===== src/rtl/ps2_scan_rx_if.sv =====
// PS/2 receiver bundle: raw pin inputs plus decoded byte/key outputs.
//
// Handshake: there is no ready and no back-pressure. code_valid, key_valid
// and frame_err are single-cycle pulses. The consumer must sample code /
// keycodeout on code_valid and key_code / key_release / key_ext on
// key_valid. A later byte overwrites code whether or not it was consumed.
interface ps2_scan_rx_if;
    logic        ps2_clk;
    logic        ps2_data;
    logic [7:0]  code;
    logic        code_valid;
    logic [31:0] keycodeout;
    logic        key_valid;
    logic [7:0]  key_code;
    logic        key_release;
    logic        key_ext;
    logic        frame_err;
    logic [1:0]  state_dbg;

    // Receiver side: pins in, decoded results and FSM state out.
    modport slave (
        input  ps2_clk, ps2_data,
        output code, code_valid, keycodeout, key_valid, key_code,
        output key_release, key_ext, frame_err, state_dbg
    );

    // Pin driver / consumer side.
    modport master (
        output ps2_clk, ps2_data,
        input  code, code_valid, keycodeout, key_valid, key_code,
        input  key_release, key_ext, frame_err, state_dbg
    );
endinterface


===== src/rtl/ps2_scan_rx.sv =====
// PS/2 device-to-host receiver. It synchronizes both pins and debounces the
// clock. It deserializes 11-bit frames and checks the start, parity and stop
// bits. It publishes each good byte, a 32-bit history of bytes, and
// make/break/extended key events.
module ps2_scan_rx #(
    parameter int FILTER_LEN  = 8,
    parameter int TIMEOUT_CYC = 25000
) (
    input logic          clk,
    input logic          rst,
    ps2_scan_rx_if.slave bus
);
    localparam int FILT_W = $clog2(FILTER_LEN + 1);
    localparam int TMO_W  = $clog2(TIMEOUT_CYC + 1);

    typedef enum logic [1:0] {
        S_IDLE   = 2'd0,
        S_DATA   = 2'd1,
        S_PARITY = 2'd2,
        S_STOP   = 2'd3
    } state_t;

    // Input path
    logic              clk_s1_q, clk_s2_q, dat_s1_q, dat_s2_q;
    logic              filt_q, filt_d;
    logic [FILT_W-1:0] fcnt_q, fcnt_d;
    logic              strobe_q, strobe_d;

    // Frame FSM
    state_t            state_q, state_d;
    logic [2:0]        bit_cnt_q, bit_cnt_d;
    logic [7:0]        shift_q, shift_d;
    logic              par_q, par_d;
    logic [TMO_W-1:0]  tmo_q, tmo_d;
    logic              byte_done, frame_bad;

    // Outputs and prefix flags
    logic [7:0]        code_q, code_d;
    logic              code_valid_q, code_valid_d;
    logic [31:0]       hist_q, hist_d;
    logic              key_valid_q, key_valid_d;
    logic [7:0]        key_code_q, key_code_d;
    logic              key_release_q, key_release_d;
    logic              key_ext_q, key_ext_d;
    logic              frame_err_q, frame_err_d;
    logic              rel_flag_q, rel_flag_d;
    logic              ext_flag_q, ext_flag_d;

    // Clock filter: flip the level only after FILTER_LEN samples in a row
    // disagree with it. Emit a strobe on the cycle the level drops to 0.
    always_comb begin
        filt_d   = filt_q;
        fcnt_d   = '0;
        strobe_d = 1'b0;
        if (clk_s2_q != filt_q) begin
            if (fcnt_q == FILT_W'(FILTER_LEN - 1)) begin
                filt_d   = clk_s2_q;
                strobe_d = filt_q;
            end else begin
                fcnt_d = fcnt_q + 1'b1;
            end
        end
    end

    // Pin synchronizers and filter state. Idle-high pins reset to 1.
    always_ff @(posedge clk or posedge rst) begin
        if (rst) begin
            clk_s1_q <= 1'b1;
            clk_s2_q <= 1'b1;
            dat_s1_q <= 1'b1;
            dat_s2_q <= 1'b1;
            filt_q   <= 1'b1;
            fcnt_q   <= '0;
            strobe_q <= 1'b0;
        end else begin
            clk_s1_q <= bus.ps2_clk;
            clk_s2_q <= clk_s1_q;
            dat_s1_q <= bus.ps2_data;
            dat_s2_q <= dat_s1_q;
            filt_q   <= filt_d;
            fcnt_q   <= fcnt_d;
            strobe_q <= strobe_d;
        end
    end

    // Frame FSM: advance one bit per falling-edge strobe. Abandon a stalled
    // frame once the inter-edge timer expires. A strobe beats expiry.
    always_comb begin
        state_d   = state_q;
        bit_cnt_d = bit_cnt_q;
        shift_d   = shift_q;
        par_d     = par_q;
        tmo_d     = tmo_q;
        byte_done = 1'b0;
        frame_bad = 1'b0;
        if (strobe_q) begin
            tmo_d = '0;
            case (state_q)
                S_IDLE: begin
                    if (!dat_s2_q) begin
                        state_d   = S_DATA;
                        bit_cnt_d = '0;
                    end
                end
                S_DATA: begin
                    shift_d = {dat_s2_q, shift_q[7:1]};
                    if (bit_cnt_q == 3'd7) begin
                        state_d = S_PARITY;
                    end else begin
                        bit_cnt_d = bit_cnt_q + 3'd1;
                    end
                end
                S_PARITY: begin
                    par_d   = dat_s2_q;
                    state_d = S_STOP;
                end
                S_STOP: begin
                    state_d = S_IDLE;
                    if (dat_s2_q && (^{shift_q, par_q})) begin
                        byte_done = 1'b1;
                    end else begin
                        frame_bad = 1'b1;
                    end
                end
                default: state_d = S_IDLE;
            endcase
        end else if (state_q != S_IDLE) begin
            if (tmo_q == TMO_W'(TIMEOUT_CYC)) begin
                state_d   = S_IDLE;
                tmo_d     = '0;
                frame_bad = 1'b1;
            end else begin
                tmo_d = tmo_q + 1'b1;
            end
        end
    end

    // FSM registers.
    always_ff @(posedge clk or posedge rst) begin
        if (rst) begin
            state_q   <= S_IDLE;
            bit_cnt_q <= '0;
            shift_q   <= '0;
            par_q     <= 1'b0;
            tmo_q     <= '0;
        end else begin
            state_q   <= state_d;
            bit_cnt_q <= bit_cnt_d;
            shift_q   <= shift_d;
            par_q     <= par_d;
            tmo_q     <= tmo_d;
        end
    end

    // Byte publication and key decode. F0/E0 only arm their flags. Any
    // other byte is a key event that reports the flags and then clears them.
    always_comb begin
        code_d        = code_q;
        code_valid_d  = 1'b0;
        hist_d        = hist_q;
        key_valid_d   = 1'b0;
        key_code_d    = key_code_q;
        key_release_d = key_release_q;
        key_ext_d     = key_ext_q;
        rel_flag_d    = rel_flag_q;
        ext_flag_d    = ext_flag_q;
        frame_err_d   = frame_bad;
        if (byte_done) begin
            code_d       = shift_q;
            code_valid_d = 1'b1;
            hist_d       = {hist_q[23:0], shift_q};
            if (shift_q == 8'hF0) begin
                rel_flag_d = 1'b1;
            end else if (shift_q == 8'hE0) begin
                ext_flag_d = 1'b1;
            end else begin
                key_valid_d   = 1'b1;
                key_code_d    = shift_q;
                key_release_d = rel_flag_q;
                key_ext_d     = ext_flag_q;
                rel_flag_d    = 1'b0;
                ext_flag_d    = 1'b0;
            end
        end
    end

    // Output registers.
    always_ff @(posedge clk or posedge rst) begin
        if (rst) begin
            code_q        <= '0;
            code_valid_q  <= 1'b0;
            hist_q        <= '0;
            key_valid_q   <= 1'b0;
            key_code_q    <= '0;
            key_release_q <= 1'b0;
            key_ext_q     <= 1'b0;
            frame_err_q   <= 1'b0;
            rel_flag_q    <= 1'b0;
            ext_flag_q    <= 1'b0;
        end else begin
            code_q        <= code_d;
            code_valid_q  <= code_valid_d;
            hist_q        <= hist_d;
            key_valid_q   <= key_valid_d;
            key_code_q    <= key_code_d;
            key_release_q <= key_release_d;
            key_ext_q     <= key_ext_d;
            frame_err_q   <= frame_err_d;
            rel_flag_q    <= rel_flag_d;
            ext_flag_q    <= ext_flag_d;
        end
    end

    assign bus.code        = code_q;
    assign bus.code_valid  = code_valid_q;
    assign bus.keycodeout  = hist_q;
    assign bus.key_valid   = key_valid_q;
    assign bus.key_code    = key_code_q;
    assign bus.key_release = key_release_q;
    assign bus.key_ext     = key_ext_q;
    assign bus.frame_err   = frame_err_q;
    assign bus.state_dbg   = state_q;
endmodule


===== src/flat_wrapper.sv =====
// flat-port wrapper written by rule: the top's interface ports become plain ports
module ps2_scan_rx_flat 
#(
    parameter int FILTER_LEN  = 8,
    parameter int TIMEOUT_CYC = 25000
)
  (clk, rst, bus_ps2_clk, bus_ps2_data, bus_code, bus_code_valid, bus_keycodeout, bus_key_valid, bus_key_code, bus_key_release, bus_key_ext, bus_frame_err, bus_state_dbg);
  ps2_scan_rx_if bus_i ();
  input logic clk;
  input logic rst;
  input wire logic [$bits(bus_i.ps2_clk)-1:0] bus_ps2_clk;
  input wire logic [$bits(bus_i.ps2_data)-1:0] bus_ps2_data;
  output wire logic [$bits(bus_i.code)-1:0] bus_code;
  output wire logic [$bits(bus_i.code_valid)-1:0] bus_code_valid;
  output wire logic [$bits(bus_i.keycodeout)-1:0] bus_keycodeout;
  output wire logic [$bits(bus_i.key_valid)-1:0] bus_key_valid;
  output wire logic [$bits(bus_i.key_code)-1:0] bus_key_code;
  output wire logic [$bits(bus_i.key_release)-1:0] bus_key_release;
  output wire logic [$bits(bus_i.key_ext)-1:0] bus_key_ext;
  output wire logic [$bits(bus_i.frame_err)-1:0] bus_frame_err;
  output wire logic [$bits(bus_i.state_dbg)-1:0] bus_state_dbg;
  assign bus_i.ps2_clk = bus_ps2_clk;
  assign bus_i.ps2_data = bus_ps2_data;
  assign bus_code = bus_i.code;
  assign bus_code_valid = bus_i.code_valid;
  assign bus_keycodeout = bus_i.keycodeout;
  assign bus_key_valid = bus_i.key_valid;
  assign bus_key_code = bus_i.key_code;
  assign bus_key_release = bus_i.key_release;
  assign bus_key_ext = bus_i.key_ext;
  assign bus_frame_err = bus_i.frame_err;
  assign bus_state_dbg = bus_i.state_dbg;
  ps2_scan_rx #(.FILTER_LEN(FILTER_LEN), .TIMEOUT_CYC(TIMEOUT_CYC)) u_core (.clk(clk), .rst(rst), .bus(bus_i));
endmodule

===== config.mk =====
export PLATFORM = sky130hd
export DESIGN_NAME = ps2_scan_rx_flat
export DESIGN_NICKNAME = d
export VERILOG_FILES = /design/src/rtl/ps2_scan_rx_if.sv /design/src/rtl/ps2_scan_rx.sv /design/src/flat_wrapper.sv
export SDC_FILE = /design/constraint.sdc
export NUM_CORES = 1
export LEC_CHECK = 0
export BUFFER_PORTS_ARGS = -buffer_cell sky130_fd_sc_hd__buf_2
export CAP_MARGIN = 25
export CORE_MARGIN = 2
export CORE_UTILIZATION = 56
export DETAILED_ROUTE_END_ITERATION = 10
export HOLD_SLACK_MARGIN = 0.06
export PLACE_DENSITY = 0.79
export SLEW_MARGIN = 0
export SYNTH_ARGS = -nofsm -noshare
export SYNTH_HDL_FRONTEND = slang
export SYNTH_SLANG_ARGS = --single-unit

===== constraint.sdc =====
create_clock -name clk -period 3.12 [get_ports clk]
set_clock_uncertainty 0.2 [all_clocks]
set_input_delay 0.156 -clock clk [delete_from_list [all_inputs] [get_ports clk]]
set_output_delay 0.156 -clock clk [all_outputs]
set_load 0.02 [all_outputs]

==> metrics.md <==
| Metric | Value |
|---|---|
| Initial antenna violation count | 0 |
| Row count | 29 |
| Worst vdd ir | 0.000354 V |
| Multi-input logic area | 1390 um2 |
| I/O Pins | 59 |
| Cell area after placement | 4040 um2 |
| Cells after Synth | 293 |
| RSZ-0062 raised after global routing | false |
| Antenna diodes | 0 |
| Critical Path RT | 3150 ps |
| Num CTS Buffers | 9 |
| Hold bufs inserted after CTS | 3 |
| Synth warnings | 0 |
| Clk slew on worst S/H paths | 100 ps |
| Final TNS setup | 0 ps |
| CP Capture Type | flip-flop |
| Resize count post-CTS | 0 |
| Via Count | 2,293 |
| Worst Tran Pin Value | 855 ps |
| Share of layout cells above drive strength 1 | 0.370 |
| Post-synth top area cell | dfrtp_1 |
| Core ar. | 6350 um2 |
| Met3 Resource Use GR | 0.0350 |
| # DRC | 0 |
| Worst hold path depth | 0 |
| Final hold vios | 0 |
| EDFF count, synth | 0 |
| Hold WS | 158 ps |
| Synth-to-Final Area Change | 15.2% |
| P_leak | 2.24 nW |
| Vias in the first global route | 2,191 |
| Final period util | 0.899 |
| Total power | 1.97 mW |
| Final nets | 365 |
| GRT busiest layer | met2 |
| Top post-synthesis cells by count | dfrtp_1, mux2_2, nor2_1, nand2_1 |
| M1 GR Usage | 0.229 |
| Root Buffer | clkbuf_8 |
| PwrDens | 463 nW/um2 |
| Initial Utilization | 0.581 |
| Max Slew Vio Count | 0 |
| Post-DRT Antenna Nets | 0 |
| Clock Path Buffers | 2 |
| Post-route design area | 4250 um2 |
| Final GP Congestion | 0.818 |
| Yosys top cell area share | 0.550 |
| Main synth FF type | dfrtp_1 |
| Filler cell count in the final layout | 457 |
| Die area | 7250 um2 |
| FMAX | 0.357 GHz |
| CP Data Arrival Time | 2840 ps |
| Router iterations before antenna repair | 4 |
| Die Ht | 85.2 um |
| Yosys cell types | 38 |
| Die X | 85.2 um |
| Status | completed |
| Util after Layout | 0.669 |
| Fin crit period | 2800 ps |
| Worst Path Max Fanout | 31 |
| Hold Path Class | flip-flop to flip-flop |
| Clock tree sinks | 86 |
| Worst skew pair latency | 350 ps |
| Rel. slew slack | 0.430 |
| Grt met2 use | 0.280 |
| First-pass GRT wire length | 10,000 um |
| Iteration-0 DRC Markers | 108 |
| Hpwl dp | 4130 um |
| Top post-synthesis cells by area | dfrtp_1, mux2_2, dfstp_2, ha_1, nor2_1 |
| Sequential cell area | 2160 um2 |
| H-tree levels | 3 |
| CTS tree | yes |
| Routed len/inst | 13.8 um |
| Mapped Avg Cell Area | 12.6 um2 |
| Worst R2R Path Depth | 6 |
| GRT overflow | 0 |
| Crit start category | flip-flop |
| Setup CP Type | flip-flop to flip-flop |
| Mapped cell area | 3690 um2 |
| Final-report setup violation count | 0 |
| IO Port Bufs | 58 |
| Post-synth ARST share | 1.00 |
| Via/cell ratio | 5.28 |
| Global-route usage over all layers | 0.175 |
| MaxCap Viol Count | 0 |
| Syn Nets | 306 |
| Sequential area share after synthesis | 0.585 |
| Count leader, synth | dfrtp_1 |
| Setup bufs post-CTS | 0 |
| WL final | 5980 um |
| Pin count of the biggest net entering global routing | 52 |
| Synth Register Bits | 86 |
area by class of cell:
cell class              instances  share of cell area
inverters                      12              0.0109
flip-flops and latches         86               0.508
clock buffers                  10              0.0300
clock inverters                 6              0.0127
repair buffers                 65              0.0884
multi-input cells             178               0.327
well taps                      77              0.0227
through the flow:
step | instances | setup slack [ps]
after CTS | 434 | 316
after floorplan | 293 | 550
final | 434 | 316
after detailed placement | 415 | 340
after global placement | 415 | 406
after global routing | 434 | 215
worst paths after layout:
check                      slack, ps                     startpoint                                    end
setup / recovery                 320  u_core.shift_q[4]$_DFFE_PP0P_  u_core.bus.keycodeout[30]$_DFFE_PP0P_
hold / removal                   160      u_core.dat_s1_q$_DFF_PP1_              u_core.dat_s2_q$_DFF_PP1_
setup reg to reg                 320  u_core.shift_q[4]$_DFFE_PP0P_  u_core.bus.keycodeout[30]$_DFFE_PP0P_
hold reg to reg                  160      u_core.dat_s1_q$_DFF_PP1_              u_core.dat_s2_q$_DFF_PP1_
max in group asynchronous       1770                            rst          u_core.shift_q[5]$_DFFE_PP0P_
min in group asynchronous        300                            rst  u_core.bus.keycodeout[19]$_DFFE_PP0P_
per-layer routing:
metal,share of wire,vias up
li1,-,1118
met1,0.47,1116
met2,0.48,52
met3,0.039,7
met4,0.015,0
met5,0,-
cells by family after synthesis:
group | Yosys count | synth area share
flip-flops | 86 | 0.585
AND/OR/NAND/NOR | 74 | 0.0960
multiplexers | 44 | 0.135
AO/OA/AOI/OAI | 30 | 0.0560
buffers and inverters | 29 | 0.0393
XOR/XNOR | 21 | 0.0580
adder cells (fa/ha/maj) | 9 | 0.0305
flip-flops by register name, summed over array words and instances, names as in the netlist, 2 cells and up:
| name | count |
|---|---|
| u_core.bus.state_dbg | 2 |
| u_core.tmo_q | 15 |
| u_core.bus.keycodeout | 32 |
| u_core.fcnt_q | 4 |
| u_core.shift_q | 8 |
| u_core.bit_cnt_q | 3 |
| u_core.bus.key_code | 8 |
worst max-delay path, stage by stage, from the launching register on:
cell	delay, ps
dfrtp_1	470
xor2_1	190
xnor3_2	480
xnor3_2	430
nor2_4	310
buf_12	240
mux2_2	350
cells in the final DEF (no fill, tap or decap), types with 4 or more instances in the layout:
cell	Yosys	routed
xnor2_1	9	9
xor2_1	10	10
nor3_1	5	5
mux2_2	42	42
clkbuf_8	0	9
dfstp_2	5	5
nor2_1	25	25
nand3_1	6	6
inv_1	11	10
o21ai_0	11	11
ha_1	9	9
nand2_1	18	18
dfrtp_1	81	81
nand4_1	5	5
buf_2	5	58
a21oi_1	4	4
power breakdown:
part / switching, mW / leakage (nW) / total, mW / internal [mW]
Clock: 0.411 / 0.0894 / 0.715 / 0.304
Combinational: 0.0472 / 0.967 / 0.0836 / 0.0364
Sequential: 0.0219 / 1.18 / 1.17 / 1.15
Power figures use the tool's default switching activity.
